--- config.mk ---
export PLATFORM = sky130hd
export DESIGN_NAME = sprite_line_scheduler
export DESIGN_NICKNAME = d
export VERILOG_FILES = /design/src/rtl/sprite_line_scheduler.sv
export SDC_FILE = /design/constraint.sdc
export NUM_CORES = 1
export LEC_CHECK = 0
export ABC_AREA = 1
export CORE_AREA = 2 2 223 225
export CTS_CLUSTER_DIAMETER = 40
export DETAILED_ROUTE_END_ITERATION = 7
export DIE_AREA = 0 0 225 227
export GPL_TIMING_DRIVEN = 0
export MAX_ROUTING_LAYER = met4
export PLACE_DENSITY = 0.49
export SYNTH_ARGS = -nofsm -noshare
export SYNTH_HDL_FRONTEND = slang
export SYNTH_SLANG_ARGS = --single-unit
--- constraint.sdc ---
create_clock -name clk -period 7.9 [get_ports clk]
set_input_delay 1.975 -clock clk [delete_from_list [all_inputs] [get_ports clk]]
set_output_delay 1.975 -clock clk [all_outputs]
set_load 0.02 [all_outputs]
--- src/rtl/sprite_line_scheduler.sv ---
// Renders the next video line's sprites into the back bank of a ping-pong line buffer.
// Each horizontal blank: clear the bank, scan the sprite table, and draw up to MAX_PER_LINE sprite rows.
module sprite_line_scheduler #(
    parameter int          NUM_SPRITES  = 20,
    parameter int          MAX_PER_LINE = 8,
    parameter logic [23:0] BG_COLOR     = 24'h000000,
    parameter logic [23:0] TRANSPARENT  = 24'hFF00FF
) (
    input  logic                         clk,
    input  logic                         reset,
    input  logic [NUM_SPRITES-1:0][23:0] gl_array,
    input  logic [9:0]                   VGA_HCOUNT,
    input  logic [9:0]                   VGA_VCOUNT,
    output logic [14:0]                  rom_addr,
    input  logic [23:0]                  rom_data,
    output logic                         lb_we,
    output logic [9:0]                   lb_waddr,
    output logic [23:0]                  lb_wdata,
    output logic                         lb_sel,
    output logic                         busy,
    output logic                         overrun,
    output logic                         sprite_drop
);

    localparam int IW = (NUM_SPRITES > 1) ? $clog2(NUM_SPRITES) : 1;
    localparam int HW = $clog2(MAX_PER_LINE + 1);
    localparam logic [IW-1:0] LAST_IDX = IW'(NUM_SPRITES - 1);
    localparam logic [HW-1:0] MAX_HITS = HW'(MAX_PER_LINE);

    typedef enum logic [1:0] {S_IDLE, S_CLEAR, S_SCAN, S_DRAW} state_t;

    state_t         r_state;
    state_t         w_next;

    logic [9:0]     r_hcount_prev;
    logic [9:0]     r_t;
    logic           r_lb_sel;
    logic [9:0]     r_clr_cnt;
    logic [IW-1:0]  r_idx;
    logic [HW-1:0]  r_hits;
    logic           r_dropped;
    logic [5:0]     r_k;
    logic [4:0]     r_row;
    logic [9:0]     r_x;
    logic [4:0]     r_type;
    logic [14:0]    r_rom_addr;

    logic           w_line_start;
    logic [9:0]     w_target;
    logic           w_accept;
    logic [23:0]    w_entry;
    logic [4:0]     w_type;
    logic [9:0]     w_diff;
    logic           w_hit;
    logic           w_room;
    logic           w_last;
    logic [4:0]     w_col;
    logic [10:0]    w_px;
    logic           w_draw_we;

    assign w_line_start = (VGA_HCOUNT == 10'd640) && (r_hcount_prev != 10'd640);
    assign w_target     = (VGA_VCOUNT == 10'd524) ? 10'd0 : VGA_VCOUNT + 10'd1;
    assign w_accept     = (w_target < 10'd480);

    // Table is read live, one entry per SCAN cycle.
    assign w_entry = gl_array[r_idx];
    assign w_type  = w_entry[23:19];
    assign w_diff  = r_t - {1'b0, w_entry[8:0]};
    assign w_hit   = (w_type != 5'd0) && (w_diff[9:5] == 5'd0);
    assign w_room  = (r_hits < MAX_HITS);
    assign w_last  = (r_idx == LAST_IDX);

    // ROM data lags the address by one cycle, so the pixel written at r_k belongs to column r_k-1.
    assign w_col     = r_k[4:0] - 5'd1;
    assign w_px      = {1'b0, r_x} + {6'd0, w_col};
    assign w_draw_we = (r_state == S_DRAW) && (r_k != 6'd0) &&
                       (rom_data != TRANSPARENT) && (w_px <= 11'd639);

    // State register
    always_ff @(posedge clk) begin
        if (reset) r_state <= S_IDLE;
        else       r_state <= w_next;
    end

    // Next-state logic; a new line always preempts whatever is in flight.
    always_comb begin
        w_next = r_state;
        if (w_line_start) begin
            w_next = w_accept ? S_CLEAR : S_IDLE;
        end else begin
            case (r_state)
                S_IDLE:  w_next = S_IDLE;
                S_CLEAR: if (r_clr_cnt == 10'd639) w_next = S_SCAN;
                S_SCAN: begin
                    if (w_hit && w_room) w_next = S_DRAW;
                    else if (w_last)     w_next = S_IDLE;
                end
                S_DRAW: if (r_k == 6'd32) w_next = w_last ? S_IDLE : S_SCAN;
                default: w_next = S_IDLE;
            endcase
        end
    end

    // Datapath registers
    always_ff @(posedge clk) begin
        if (reset) begin
            r_hcount_prev <= 10'd0;
            r_t           <= 10'd0;
            r_lb_sel      <= 1'b0;
            r_clr_cnt     <= 10'd0;
            r_idx         <= '0;
            r_hits        <= '0;
            r_dropped     <= 1'b0;
            r_k           <= 6'd0;
            r_row         <= 5'd0;
            r_x           <= 10'd0;
            r_type        <= 5'd0;
            r_rom_addr    <= 15'd0;
        end else begin
            r_hcount_prev <= VGA_HCOUNT;
            if (w_line_start) begin
                if (w_accept) begin
                    r_t       <= w_target;
                    r_lb_sel  <= ~r_lb_sel;
                    r_clr_cnt <= 10'd0;
                    r_idx     <= '0;
                    r_hits    <= '0;
                    r_dropped <= 1'b0;
                end
            end else begin
                case (r_state)
                    S_CLEAR: r_clr_cnt <= r_clr_cnt + 10'd1;
                    S_SCAN: begin
                        if (w_hit && w_room) begin
                            r_row      <= w_diff[4:0];
                            r_x        <= w_entry[18:9];
                            r_type     <= w_type;
                            r_hits     <= r_hits + HW'(1);
                            r_k        <= 6'd0;
                            r_rom_addr <= {w_type, w_diff[4:0], 5'd0};
                        end else begin
                            if (w_hit) r_dropped <= 1'b1;
                            r_idx <= r_idx + IW'(1);
                        end
                    end
                    S_DRAW: begin
                        r_k <= r_k + 6'd1;
                        if (r_k < 6'd31) r_rom_addr <= {r_type, r_row, r_k[4:0] + 5'd1};
                        if (r_k == 6'd32) r_idx <= r_idx + IW'(1);
                    end
                    default: ;
                endcase
            end
        end
    end

    // Outputs; writes are squashed while reset is asserted and on the cycle a new line preempts.
    always_comb begin
        busy        = (r_state != S_IDLE);
        overrun     = !reset && w_line_start && (r_state != S_IDLE);
        sprite_drop = !reset && !w_line_start && (r_state == S_SCAN) &&
                      w_hit && !w_room && !r_dropped;
        lb_we       = 1'b0;
        lb_waddr    = 10'd0;
        lb_wdata    = 24'd0;
        if (!reset && !w_line_start) begin
            if (r_state == S_CLEAR) begin
                lb_we    = 1'b1;
                lb_waddr = r_clr_cnt;
                lb_wdata = BG_COLOR;
            end else if (w_draw_we) begin
                lb_we    = 1'b1;
                lb_waddr = w_px[9:0];
                lb_wdata = rom_data;
            end
        end
    end

    assign rom_addr = r_rom_addr;
    assign lb_sel   = r_lb_sel;

endmodule
# ---- Word level (Yosys, flattened, before mapping)
# Index checks and enable logic that the tools add are counted.
dict set report totals {
  register_bits 84
  latch_bits 0
  mem_bits_rw 0
  rom_bits 0
  output_inout_bits 54
  mem_count 0
}
dict set report classes {
  n_addsub 9
  n_mul 0
  div 0
  magnitude_cmp 5
  eq_ne 18
  shifts 0
  muxes 42
  bitwise_logic 2
  reduce_logical 37
}
# operator n
set ops {}
lappend ops {{$bmux W24 S5} 1}
lappend ops {{$mux W24} 4}
lappend ops {{$mux W10} 7}
lappend ops {{$eq A10 B10 Y1 const B} 3}
lappend ops {{$mux W15} 2}
lappend ops {{$pmux W15 S2} 1}
lappend ops {{$ne A24 B24 Y1 const B} 1}
lappend ops {{$add A10 B1 Y10 const B} 2}
lappend ops {{$mux W5} 4}
lappend ops {{$mux W4} 4}
lappend ops {{$logic_and A1 B1 Y1} 13}
lappend ops {{$mux W2} 6}
lappend ops {{$pmux W6 S2} 1}
lappend ops {{$reduce_and A3 Y1} 4}
lappend ops {{$reduce_and A4 Y1} 3}
lappend ops {{$reduce_bool A2 Y1} 6}
lappend ops {{$add A10 B5 Y11} 1}
lappend ops {{$le A11 B10 Y1 const B} 1}
lappend ops {{$add A5 B1 Y5 const B} 2}
lappend ops {{$lt A10 B9 Y1 const B} 1}
lappend ops {{$ne A10 B10 Y1 const B} 1}
lappend ops {{$pmux W5 S2} 1}
lappend ops {{$sub A10 B9 Y10} 1}
lappend ops {{$mux W1} 9}
lappend ops {{25 further kinds} 34}

# ---- Longest topological paths before layout
# Gate-level depths: netlist (run 1).
dict set report depth {
  depth_word 9
  ltp_mapped 30
  depth_no_buf 23
}

# ---- Worst setup path before layout (run 1)
# No wires, ideal clock.
dict set report synth_path {
  kind {input to output}
  start {input port gl_array[312] (netlist bit)}
  end {output port sprite_drop}
  arrival_time_ps 4525
  required_ps 5925
  slack_ps 1400
  path_stages 17
  n_path_buf 0
  path_cell_list {o21ai_0 > o22ai_1 > o211ai_1 > nand3_1 > a22o_1 > ha_1 > fa_1 > nand3b_1 > nand2_1 > nand4_1 > nand3_1 > nand2_1 > nor2_1 > nand2_1 > nor2_2 > nand2_1 > nor3_1}
}
dict set report synth_between {
  elab_chain_len 8
}
# item line_no
set synth_lines {}
lappend synth_lines {{start, declared} 11} ;# input logic [NUM_SPRITES-1:0][23:0] gl_array,
lappend synth_lines {{$bmux W24 S5} 66} ;# assign w_entry = gl_array[r_idx];
lappend synth_lines {{$mux W24 (implied by the code)} 66}
lappend synth_lines {{$sub A10 B9 Y10} 68} ;# assign w_diff = r_t - {1'b0, w_entry[8:0]};
lappend synth_lines {{$logic_not A5 Y1} 69} ;# assign w_hit = (w_type != 5'd0) && (w_diff[9:5] == 5'd0);
lappend synth_lines {{$logic_and A1 B1 Y1} 69}
lappend synth_lines {{$logic_and A1 B1 Y1} 161} ;# sprite_drop = !reset && !w_line_start && (r_state == S_SCAN) &&
lappend synth_lines {{$logic_and A1 B1 Y1 (2 in series)} 162} ;# w_hit && !w_room && !r_dropped;
lappend synth_lines {{end, declared} 22} ;# output logic sprite_drop
# No other way between the ends. The select of a mux whose other input is x is not followed.

# ---- Worst setup path in the final report (run 1)
dict set report layout_path {
  start {input port gl_array[31] (netlist bit)}
  end {output port sprite_drop}
}
# The elaborated chain is that of the path after synthesis.

==> report_table.html, run 1 <==
<table>
<tr><th>Metric</th><th>Value</th></tr>
<tr><th colspan="2">Status</th></tr>
<tr><td>Result of the run</td><td>completed</td></tr>
<tr><th colspan="2">Worst setup path</th></tr>
<tr><td>Minimum setup slack among reg-to-reg paths</td><td>2.57 ns</td></tr>
<tr><td>Logic depth of the worst register-to-register path</td><td>24</td></tr>
<tr><td>Worst path arrival time</td><td>5.69 ns</td></tr>
<tr><td>Cell type group with the largest total delay on the critical path</td><td>compound AO/OA/AOI/OAI gates</td></tr>
<tr><td>Maximum fanout count along the critical path</td><td>5</td></tr>
<tr><td>Worst path required time</td><td>5.93 ns</td></tr>
<tr><td>Slowest cell delay on critical path</td><td>0.45 ns</td></tr>
<tr><td>Critical Path, Cell by Cell</td><td>clkdlybuf4s50_1, o21ai_0, o22ai_1, nand2_1, a31oi_1, a21oi_1, ha_1, a21oi_1, a21boi_0, nand2_1, nand2_1, nand2_1, nor2_1, nand2_1, nor2_4, nand2_1, nor3_1, dlygate4sd2_1</td></tr>
<tr><td>Class of the most critical setup path</td><td>in2out</td></tr>
<tr><td>WP buf/inv</td><td>2</td></tr>
<tr><td>Kind of end point of the critical path</td><td>primary output</td></tr>
<tr><td>Reg-to-reg critical path endpoint</td><td>r_x[5]</td></tr>
<tr><td>Cell occurring most often along the worst timing path</td><td>sky130_fd_sc_hd__nand2_1</td></tr>
<tr><td>Category of the worst setup path launch point</td><td>input port</td></tr>
<tr><td>Crit path max-delay cell type</td><td>sky130_fd_sc_hd__o21ai_0</td></tr>
<tr><td>Launch instance of the worst register-to-register path</td><td>r_idx[1]</td></tr>
<tr><th colspan="2">Timing</th></tr>
<tr><td>Setup-violating endpoint count in the final report</td><td>0</td></tr>
<tr><td>Fin. Hold Viols</td><td>0</td></tr>
<tr><td>Headroom to the max-slew limit</td><td>43.2%</td></tr>
<tr><td>Tightest Pin Transition</td><td>0.852 ns</td></tr>
<tr><td>Achievable frequency</td><td>130 MHz</td></tr>
<tr><td>Final worst path period share</td><td>97.0%</td></tr>
<tr><td>Min Tclk post-route</td><td>7.66 ns</td></tr>
<tr><td>Unrepaired setup endpoints after global routing</td><td>false</td></tr>
<tr><td>Final number of max-transition violations</td><td>0</td></tr>
<tr><td>Worst clock skew</td><td>0.00777 ns</td></tr>
<tr><td>Setup TNS</td><td>0 ns</td></tr>
<tr><th colspan="2">Power</th></tr>
<tr><td>Static leakage</td><td>6.64 nW</td></tr>
<tr><td>PwrDens</td><td>76.3 nW/um^2</td></tr>
<tr><td>Final Power</td><td>1.26 mW</td></tr>
<tr><td>Comb power frac</td><td>32.2%</td></tr>
<tr><td>Sequential Power Share</td><td>34.0%</td></tr>
<tr><td>Switching part of the total</td><td>24.8%</td></tr>
<tr><td>Internal Pwr Total</td><td>0.944 mW</td></tr>
<tr><td>Power dissipated by switching net loads</td><td>0.311 mW</td></tr>
<tr><td>Clock group share of total power</td><td>33.8%</td></tr>
<tr><td>Worst ir drop on vdd</td><td>0.0845 mV</td></tr>
<tr><th colspan="2">Clock tree</th></tr>
<tr><td>Number of CTS-inserted buffers</td><td>9</td></tr>
<tr><td>Clock Path Buffers</td><td>2</td></tr>
<tr><td>Skew-Pair Late Insertion Delay</td><td>0.35 ns</td></tr>
<tr><td>H-tree level count</td><td>3</td></tr>
<tr><td># hold bufs at CTS</td><td>0</td></tr>
<tr><td>Root buf cell</td><td>sky130_fd_sc_hd__clkbuf_16</td></tr>
<tr><td>Clk slew on worst S/H paths</td><td>0.07 ns</td></tr>
<tr><td>Num Clock Sinks</td><td>84</td></tr>
<tr><td>TritonCTS clock tree</td><td>yes</td></tr>
<tr><th colspan="2">Global routing</th></tr>
<tr><td>Maximum number of pins on one net before global-route repair</td><td>14</td></tr>
<tr><td>Initial antenna violation count</td><td>19</td></tr>
<tr><td>GR Overflow Total</td><td>0</td></tr>
<tr><td>Number of global-route vias before repair</td><td>14302</td></tr>
<tr><td>Tot GR Track Use</td><td>26.2%</td></tr>
<tr><td>Global-route wire length before repair</td><td>95100 um</td></tr>
<tr><th colspan="2">Routing</th></tr>
<tr><td>Detailed-route DRC error count</td><td>0</td></tr>
<tr><td>Starting DRT DRC Count</td><td>765</td></tr>
<tr><td>Avg WL per Cell</td><td>22.9 um</td></tr>
<tr><td>Detailed-routing iteration count for the pre-antenna-repair pass</td><td>7</td></tr>
<tr><td>Number of nets with antenna violations after routing</td><td>0</td></tr>
<tr><td>Vias/cell</td><td>4.82</td></tr>
<tr><td>Wire length reported by the detailed router</td><td>67300 um</td></tr>
<tr><td>Vias after detailed routing</td><td>14196</td></tr>
<tr><th colspan="2">Final layout</th></tr>
<tr><td>Layout cell share with drive strength beyond 1</td><td>3.95%</td></tr>
<tr><td>Synth-to-layout area growth</td><td>72.5%</td></tr>
<tr><td>Core occupancy in the finished layout</td><td>33.9%</td></tr>
<tr><td>Net count of the finished layout</td><td>2851</td></tr>
<tr><th colspan="2">Synthesis</th></tr>
<tr><td>Adder and majority gate portion of the synthesized area</td><td>3.31%</td></tr>
<tr><td>Share of Yosys cell area claimed by the top area cell type</td><td>17.6%</td></tr>
<tr><td>Share of the synthesized area in compound gates (AO/OA/AOI/OAI)</td><td>29.3%</td></tr>
<tr><td>Net count after synthesis</td><td>2262</td></tr>
<tr><td>Area of the mapped netlist</td><td>9530 um^2</td></tr>
<tr><td>Distinct cell type count of the synthesized netlist</td><td>48</td></tr>
<tr><td>Portion of netlist area occupied by mux cells</td><td>0%</td></tr>
<tr><td>Number of synthesized flops with an enable pin</td><td>0</td></tr>
<tr><td>Fraction of synthesized cell area in xor and xnor cells</td><td>1.93%</td></tr>
<tr><td>Post-synthesis area per instance</td><td>5.57 um^2</td></tr>
<tr><td>Top FF cell, synth</td><td>sky130_fd_sc_hd__dfxtp_1</td></tr>
<tr><td>Number of standard cells after synthesis</td><td>1712</td></tr>
<tr><td>Combinational family with the most area after synthesis</td><td>simple AND/OR/NAND/NOR gates</td></tr>
<tr><td>Syn. warnings</td><td>0</td></tr>
<tr><td>Largest cells by area after synthesis</td><td>sky130_fd_sc_hd__dfxtp_1, sky130_fd_sc_hd__o21ai_0, sky130_fd_sc_hd__nor2_1</td></tr>
<tr><td>Post-synthesis sequential area ratio</td><td>17.6%</td></tr>
<tr><td>Post-synthesis simple-gate area fraction</td><td>34.7%</td></tr>
<tr><td>Number of synthesized register bits</td><td>84</td></tr>
<tr><td>Share of synthesized flip-flops with an asynchronous set or reset</td><td>0%</td></tr>
<tr><td>Library cell occupying the most area in the post-synthesis netlist</td><td>sky130_fd_sc_hd__dfxtp_1</td></tr>
<tr><th colspan="2">Worst hold path</th></tr>
<tr><td>Count of cells along the worst hold path</td><td>2</td></tr>
<tr><td>Worst min-delay path category</td><td>reg2reg</td></tr>
<tr><td>Worst Hold End</td><td>r_row[1]</td></tr>
<tr><td>Startpoint of the lowest-slack hold path</td><td>r_row[1]</td></tr>
<tr><th colspan="2">Die</th></tr>
<tr><td>Row count</td><td>81</td></tr>
<tr><td>Total Die Area</td><td>51100 um^2</td></tr>
<tr><td>Starting density of the core</td><td>19.6%</td></tr>
<tr><td>Core area</td><td>48500 um^2</td></tr>
<tr><td>DIE WIDTH</td><td>225 um</td></tr>
<tr><td>Number of primary I/O pins</td><td>580</td></tr>
<tr><td>Die Y</td><td>227 um</td></tr>
<tr><th colspan="2">Place</th></tr>
<tr><td>Routability cong.</td><td>0.977</td></tr>
<tr><td>Port Buf Inserts</td><td>578</td></tr>
<tr><td>Sum of net half-perimeters after detailed placement</td><td>57600 um</td></tr>
<tr><th colspan="2">Run</th></tr>
<tr><td>Max Cap Violations</td><td>0</td></tr>
</table>
[per-layer routing]
| metal | part of all wire [%] | global-route usage [%] | vias to the layer above |
|---|---|---|---|
| met2 | 49 | 45.6 | 537 |
| met1 | 42 | 30.9 | 6593 |
| li1 | - | - | 6983 |
| met4 | 2.8 | 7.65 | 0 |
| met3 | 5.9 | 4.78 | 83 |
| met5 | 0 | - | - |
[layout by cell type (no fill, tap or decap), types with 31 or more instances in the layout]
master                            synthesis  final
sky130_fd_sc_hd__clkdlybuf4s50_1          0    577
sky130_fd_sc_hd__nor2_1                 310    310
sky130_fd_sc_hd__nand2_1                296    296
sky130_fd_sc_hd__o21ai_0                241    241
sky130_fd_sc_hd__inv_1                  162    162
sky130_fd_sc_hd__nand3_1                 91     91
sky130_fd_sc_hd__a21oi_1                 86     86
sky130_fd_sc_hd__dfxtp_1                 84     84
sky130_fd_sc_hd__o22ai_1                 77     76
sky130_fd_sc_hd__clkbuf_1                68     65
sky130_fd_sc_hd__buf_2                   33     33
sky130_fd_sc_hd__o21ai_1                 32     32
sky130_fd_sc_hd__nand4_1                 31     31
[sequential cells by signal, summed over array words and instances, names as in the netlist]
name	count
lb_sel	1
r_idx	5
r_hits	4
r_state	2
r_t	10
r_dropped	1
r_clr_cnt	10
r_x	10
r_hcount_prev	10
rom_addr	15
r_k	6
r_type	5
r_row	5
[timing repair]
item                                   CTS  global route
pin swaps                                1             0
setup endpoints to repair                1             1
buffers inserted                         0             0
resized for setup                        2             7
endpoints found under the hold margin    0             0
[synthesized netlist by cell type (all sizes together), types with 3 or more instances]
cell / n
nor2: 314
nand2: 297
o21ai: 273
inv: 170
nand3: 94
a21oi: 87
dfxtp: 84
o22ai: 77
clkbuf: 68
buf: 57
nand4: 32
o221ai: 26
ha: 22
nor3: 22
xor2: 18
a31oi: 14
nor3b: 14
o211ai: 12
nor4: 5
o21bai: 4
nand3b: 3
xnor2: 3
[cell type report]
class                           instances  area (um^2)
Multi-Input combinational cell       1331         6620
Antenna cell                           17         42.5
Timing Repair Buffer                  578         5780
Clock inverter                          4         51.3
Inverter                              172          651
Buffer                                125          601
Clock buffer                           10          239
Sequential cell                        84         1680
Fill cell                            5454        32100
Tap cell                              622          778
[worst reg2reg max path, delay by kind of cell, from the launching register on]
| family | cells | cell delay [ns] |
|---|---|---|
| compound gates | 8 | 1.89 |
| buf+inv | 7 | 1.78 |
| simple gates | 8 | 0.82 |
| fa+ha+maj | 1 | 0.40 |
| flops | 1 | 0.32 |
[through the flow]
| stage | std cells | hold WS [ns] | cell area, um^2 | setup slack, ns |
|---|---|---|---|---|
| 2_1_floorplan | 1712 | 0.425 | 9530 | 1.40 |
| 3_3_place_gp | 2912 | 0.435 | 16100 | -0.180 |
| 3_5_place_dp | 2912 | 0.443 | 16100 | -0.209 |
| 4_1_cts | 2926 | 0.453 | 16400 | 0.0594 |
| 5_1_grt | 2942 | 0.472 | 16400 | 0.0438 |
| 6_report | 2943 | 0.451 | 16400 | 0.236 |
[power groups by stage]
stage	sequential (mW)	combinational, mW	clock, mW
2_1_floorplan	0.437	0.0887	0
3_3_place_gp	0.437	0.402	0
3_5_place_dp	0.437	0.402	0
4_1_cts	0.427	0.404	0.437
5_1_grt	0.427	0.432	0.449
6_report	0.427	0.404	0.424
[how the worst max path moves through the flow]
stage,startpoint,end,slack (ns),cells past startpoint
6_report,gl_array[31],sprite_drop,0.24,18
5_1_grt,gl_array[313],sprite_drop,0.04,19
4_1_cts,gl_array[313],sprite_drop,0.06,19
3_5_place_dp,gl_array[313],sprite_drop,-0.21,19
3_3_place_gp,gl_array[29],sprite_drop,-0.18,19
2_1_floorplan,gl_array[312],sprite_drop,1.40,17
[cell families (layout without fill, tap and decap cells)]
family / Yosys count / in the layout
and+or+nand+nor: 785 / 785
xor gates and xnor gates: 21 / 21
DFF: 84 / 84
adders and majority gates: 24 / 24
AOI/OAI and AO/OA: 501 / 501
buffers and inverters: 297 / 889
other: 0 / 17
Power figures use the tool's default switching activity.
==> run 2, diff against run 1 <==
- CORE_AREA: 2 2 223 225 -> 2 2 225 227
- DIE_AREA: 0 0 225 227 -> 0 0 227 229
- PLACE_DENSITY: 0.49 -> 0.48
==> run 2 against run 1 <==
Sequential power about the same; die area up 1.8%; flip-flop and latch count unchanged; cell count up 2.1%; total power up 1.1%; hold slack worse by 0.0011 ns.
==> report_table.html, run 2 (synthesized netlist as in run 1, its figures left out) <==
<table>
<tr><th>Metric</th><th>Value</th></tr>
<tr><th colspan="2">Status</th></tr>
<tr><td>Result of the run</td><td>completed</td></tr>
<tr><th colspan="2">Final layout</th></tr>
<tr><td>Area of the multi-input gates</td><td>6610 um^2 (-0.17%)</td></tr>
<tr><td>Most common cell after layout, fill and taps aside</td><td>sky130_fd_sc_hd__clkdlybuf4s50_1</td></tr>
<tr><td>FILL cells</td><td>5606 (+2.8%)</td></tr>
<tr><td>Layout cell share with drive strength beyond 1</td><td>3.82% (-0.13 points)</td></tr>
<tr><td>Net count of the finished layout</td><td>2851 (unchanged)</td></tr>
<tr><td>Highest-count cells in the layout ignoring fill and taps</td><td>sky130_fd_sc_hd__clkdlybuf4s50_1, sky130_fd_sc_hd__nor2_1, sky130_fd_sc_hd__nand2_1, sky130_fd_sc_hd__o21ai_0, sky130_fd_sc_hd__inv_1</td></tr>
<tr><td>Synth-to-layout area growth</td><td>73.4%</td></tr>
<tr><td>Sequential cell area</td><td>1680 um^2 (unchanged)</td></tr>
<tr><td>Number of flip-flops under the largest register name</td><td>15 (unchanged)</td></tr>
<tr><td>Total non-filler cell area in the finished layout</td><td>16500 um^2 (+0.53%)</td></tr>
<tr><th colspan="2">Global routing</th></tr>
<tr><td>Maximum number of pins on one net before global-route repair</td><td>16 (+2)</td></tr>
<tr><td>Tot GR Track Use</td><td>26.1% (-0.14 points)</td></tr>
<tr><td>GR Overflow Total</td><td>0 (unchanged)</td></tr>
<tr><td>Initial antenna violation count</td><td>28 (+9)</td></tr>
<tr><td>Global-route wire length before repair</td><td>96200 um (+1.2%)</td></tr>
<tr><td>Number of global-route vias before repair</td><td>14403 (+0.71%)</td></tr>
<tr><th colspan="2">Timing</th></tr>
<tr><td>Unrepaired setup endpoints after global routing</td><td>false</td></tr>
<tr><td>Worst clock skew</td><td>0.00924 ns (+0.00147 ns)</td></tr>
<tr><td>Fin. Hold Viols</td><td>0 (unchanged)</td></tr>
<tr><td>Setup TNS</td><td>0 ns (unchanged)</td></tr>
<tr><td>Headroom to the max-slew limit</td><td>45.7% (+2.4 points)</td></tr>
<tr><td>Final worst path period share</td><td>96.3% (-0.69 points)</td></tr>
<tr><td>Final number of max-transition violations</td><td>0 (unchanged)</td></tr>
<tr><td>Tightest Pin Transition</td><td>0.815 ns (-0.0364 ns)</td></tr>
<tr><td>Final setup margin</td><td>0.291 ns (+0.0549 ns)</td></tr>
<tr><td>Achievable frequency</td><td>131 MHz (+0.72%)</td></tr>
<tr><td>Setup-violating endpoint count in the final report</td><td>0 (unchanged)</td></tr>
<tr><td>Min Tclk post-route</td><td>7.61 ns (-0.0549 ns)</td></tr>
<tr><th colspan="2">Routing</th></tr>
<tr><td>Detailed-routing iteration count for the pre-antenna-repair pass</td><td>5 (-2)</td></tr>
<tr><td>Detailed-route DRC error count</td><td>0 (unchanged)</td></tr>
<tr><td>Avg WL per Cell</td><td>22.5 um (-1.6%)</td></tr>
<tr><td>Wire length reported by the detailed router</td><td>67600 um (+0.47%)</td></tr>
<tr><td>Number of nets with antenna violations after routing</td><td>0 (unchanged)</td></tr>
<tr><td>Vias after detailed routing</td><td>14143 (-0.37%)</td></tr>
<tr><td>Starting DRT DRC Count</td><td>712 (-6.9%)</td></tr>
<tr><td>Vias/cell</td><td>4.70 (-2.5%)</td></tr>
<tr><th colspan="2">Clock tree</th></tr>
<tr><td># hold bufs at CTS</td><td>0 (unchanged)</td></tr>
<tr><td>Skew-Pair Late Insertion Delay</td><td>0.35 ns (about the same)</td></tr>
<tr><td>Num Clock Sinks</td><td>84 (unchanged)</td></tr>
<tr><td>Root buf cell</td><td>sky130_fd_sc_hd__clkbuf_16</td></tr>
<tr><td>Postcts setup bufs</td><td>0 (unchanged)</td></tr>
<tr><td>Number of CTS-inserted buffers</td><td>9 (unchanged)</td></tr>
<tr><td>Clock Path Buffers</td><td>2 (unchanged)</td></tr>
<tr><td>Number of gates resized after cts</td><td>2 (unchanged)</td></tr>
<tr><td>H-tree level count</td><td>3 (unchanged)</td></tr>
<tr><td>TritonCTS clock tree</td><td>yes</td></tr>
<tr><td>Clk slew on worst S/H paths</td><td>0.07 ns (about the same)</td></tr>
<tr><th colspan="2">Place</th></tr>
<tr><td>Placement Cell Area</td><td>16200 um^2 (+0.39%)</td></tr>
<tr><td>Sum of net half-perimeters after detailed placement</td><td>58100 um (+0.76%)</td></tr>
<tr><td>Routability cong.</td><td>1.01 (+3.5%)</td></tr>
<tr><td>Port Buf Inserts</td><td>578 (unchanged)</td></tr>
<tr><td>Post-placement setup slack</td><td>-0.167 ns (+0.0426 ns)</td></tr>
<tr><th colspan="2">Worst hold path</th></tr>
<tr><td>Count of cells along the worst hold path</td><td>2 (unchanged)</td></tr>
<tr><td>Worst min-delay path category</td><td>reg2reg</td></tr>
<tr><td>Startpoint of the lowest-slack hold path</td><td>r_row[4]</td></tr>
<tr><td>Worst Hold End</td><td>r_row[4]</td></tr>
<tr><th colspan="2">Worst setup path</th></tr>
<tr><td>Minimum setup slack among reg-to-reg paths</td><td>2.45 ns (-0.12 ns)</td></tr>
<tr><td>Worst path arrival time</td><td>5.63 ns (-0.06 ns)</td></tr>
<tr><td>Category of the worst setup path launch point</td><td>flop</td></tr>
<tr><td>Class of the most critical setup path</td><td>reg2out</td></tr>
<tr><td>Worst path required time</td><td>5.93 ns (about the same)</td></tr>
<tr><td>Logic depth of the worst register-to-register path</td><td>26 (+8.3%)</td></tr>
<tr><td>Reg-to-reg critical path endpoint</td><td>r_x[1]</td></tr>
<tr><td>Maximum fanout count along the critical path</td><td>10 (+5)</td></tr>
<tr><td>Launch instance of the worst register-to-register path</td><td>r_idx[0]</td></tr>
<tr><td>Kind of end point of the critical path</td><td>primary output</td></tr>
<tr><th colspan="2">Power</th></tr>
<tr><td>Static leakage</td><td>6.64 nW (about the same)</td></tr>
<tr><td>Worst ir drop on vdd</td><td>0.0739 mV (-12%)</td></tr>
<tr><td>Final Power</td><td>1.27 mW (+1.1%)</td></tr>
<tr><td>PwrDens</td><td>76.8 nW/um^2 (+0.59%)</td></tr>
<tr><th colspan="2">Die</th></tr>
<tr><td>Core area</td><td>49700 um^2 (+2.3%)</td></tr>
<tr><td>Die Y</td><td>229 um (+0.88%)</td></tr>
<tr><td>DIE WIDTH</td><td>227 um (+0.89%)</td></tr>
<tr><td>Total Die Area</td><td>52000 um^2 (+1.8%)</td></tr>
<tr><td>Starting density of the core</td><td>19.2% (-0.44 points)</td></tr>
<tr><td>Row count</td><td>82 (+1.2%)</td></tr>
<tr><td>Number of primary I/O pins</td><td>580 (unchanged)</td></tr>
<tr><th colspan="2">Run</th></tr>
<tr><td>Max Cap Violations</td><td>0 (unchanged)</td></tr>
</table>
run 2: area by class of cell:
cell class | instances | area share [%]
multi-input combinational | 1331 | 40.0
clock inverter | 6 | 0.439
inverter | 172 | 3.93
buffer | 125 | 3.61
clock buffer | 10 | 1.38
tap | 672 | 5.08
antenna | 28 | 0.424
timing repair buffer | 578 | 35.0
sequential | 84 | 10.2
run 2: how the worst max path moves through the flow:
stage                  end     startpoint  cells after the start
3_5_place_dp   sprite_drop  gl_array[289]                     19
3_3_place_gp   sprite_drop  gl_array[289]                     19
4_1_cts        sprite_drop  gl_array[337]                     19
5_1_grt        sprite_drop       r_idx[0]                     24
2_1_floorplan  sprite_drop  gl_array[312]                     17
6_report       sprite_drop       r_idx[0]                     24
run 2: layer usage:
metal	track usage (%)	vias up	part of all wire [%]
li1	-	6982	-
met1	30.6	6549	43
met2	44.0	529	48
met3	5.00	83	5.7
met4	9.48	0	3.3
met5	-	-	0
run 2: through the flow:
stage	instances	util [%]	hold slack (ns)
floorplan	1712	-	0.425
global placement	2962	32.5	0.434
detailed placement	2962	32.5	0.440
CTS	2978	33.2	0.451
global route	3005	33.3	0.473
finish	3006	33.3	0.450
run 2: report_power, final:
group / internal [mW] / total, mW / switching (mW) / leakage [nW]
Combinational: 0.268 / 0.405 / 0.137 / 5.81
Clock: 0.249 / 0.438 / 0.189 / 0.149
Sequential: 0.426 / 0.427 / 0.000909 / 0.679
run 2: worst max-delay path, cell delays in order (launching register included):
cell and delay, ns:
sky130_fd_sc_hd__dfxtp_1 0.33, sky130_fd_sc_hd__buf_6 0.16, sky130_fd_sc_hd__inv_4 0.12, sky130_fd_sc_hd__buf_6 0.16
sky130_fd_sc_hd__buf_6 0.16, sky130_fd_sc_hd__buf_2 0.24, sky130_fd_sc_hd__buf_2 0.38, sky130_fd_sc_hd__clkbuf_1 0.50
sky130_fd_sc_hd__o21ai_0 0.21, sky130_fd_sc_hd__o22ai_1 0.34, sky130_fd_sc_hd__nand2_1 0.11, sky130_fd_sc_hd__a31oi_1 0.29
sky130_fd_sc_hd__a21oi_1 0.12, sky130_fd_sc_hd__ha_1 0.40, sky130_fd_sc_hd__a21oi_1 0.17, sky130_fd_sc_hd__a21boi_0 0.26
sky130_fd_sc_hd__nand2_1 0.09, sky130_fd_sc_hd__nand2_1 0.06, sky130_fd_sc_hd__nand2_1 0.06, sky130_fd_sc_hd__nor2_1 0.10
sky130_fd_sc_hd__nand2_1 0.07, sky130_fd_sc_hd__nor2_2 0.22, sky130_fd_sc_hd__nand2_1 0.11, sky130_fd_sc_hd__nor3_2 0.21
sky130_fd_sc_hd__dlygate4sd2_1 0.37
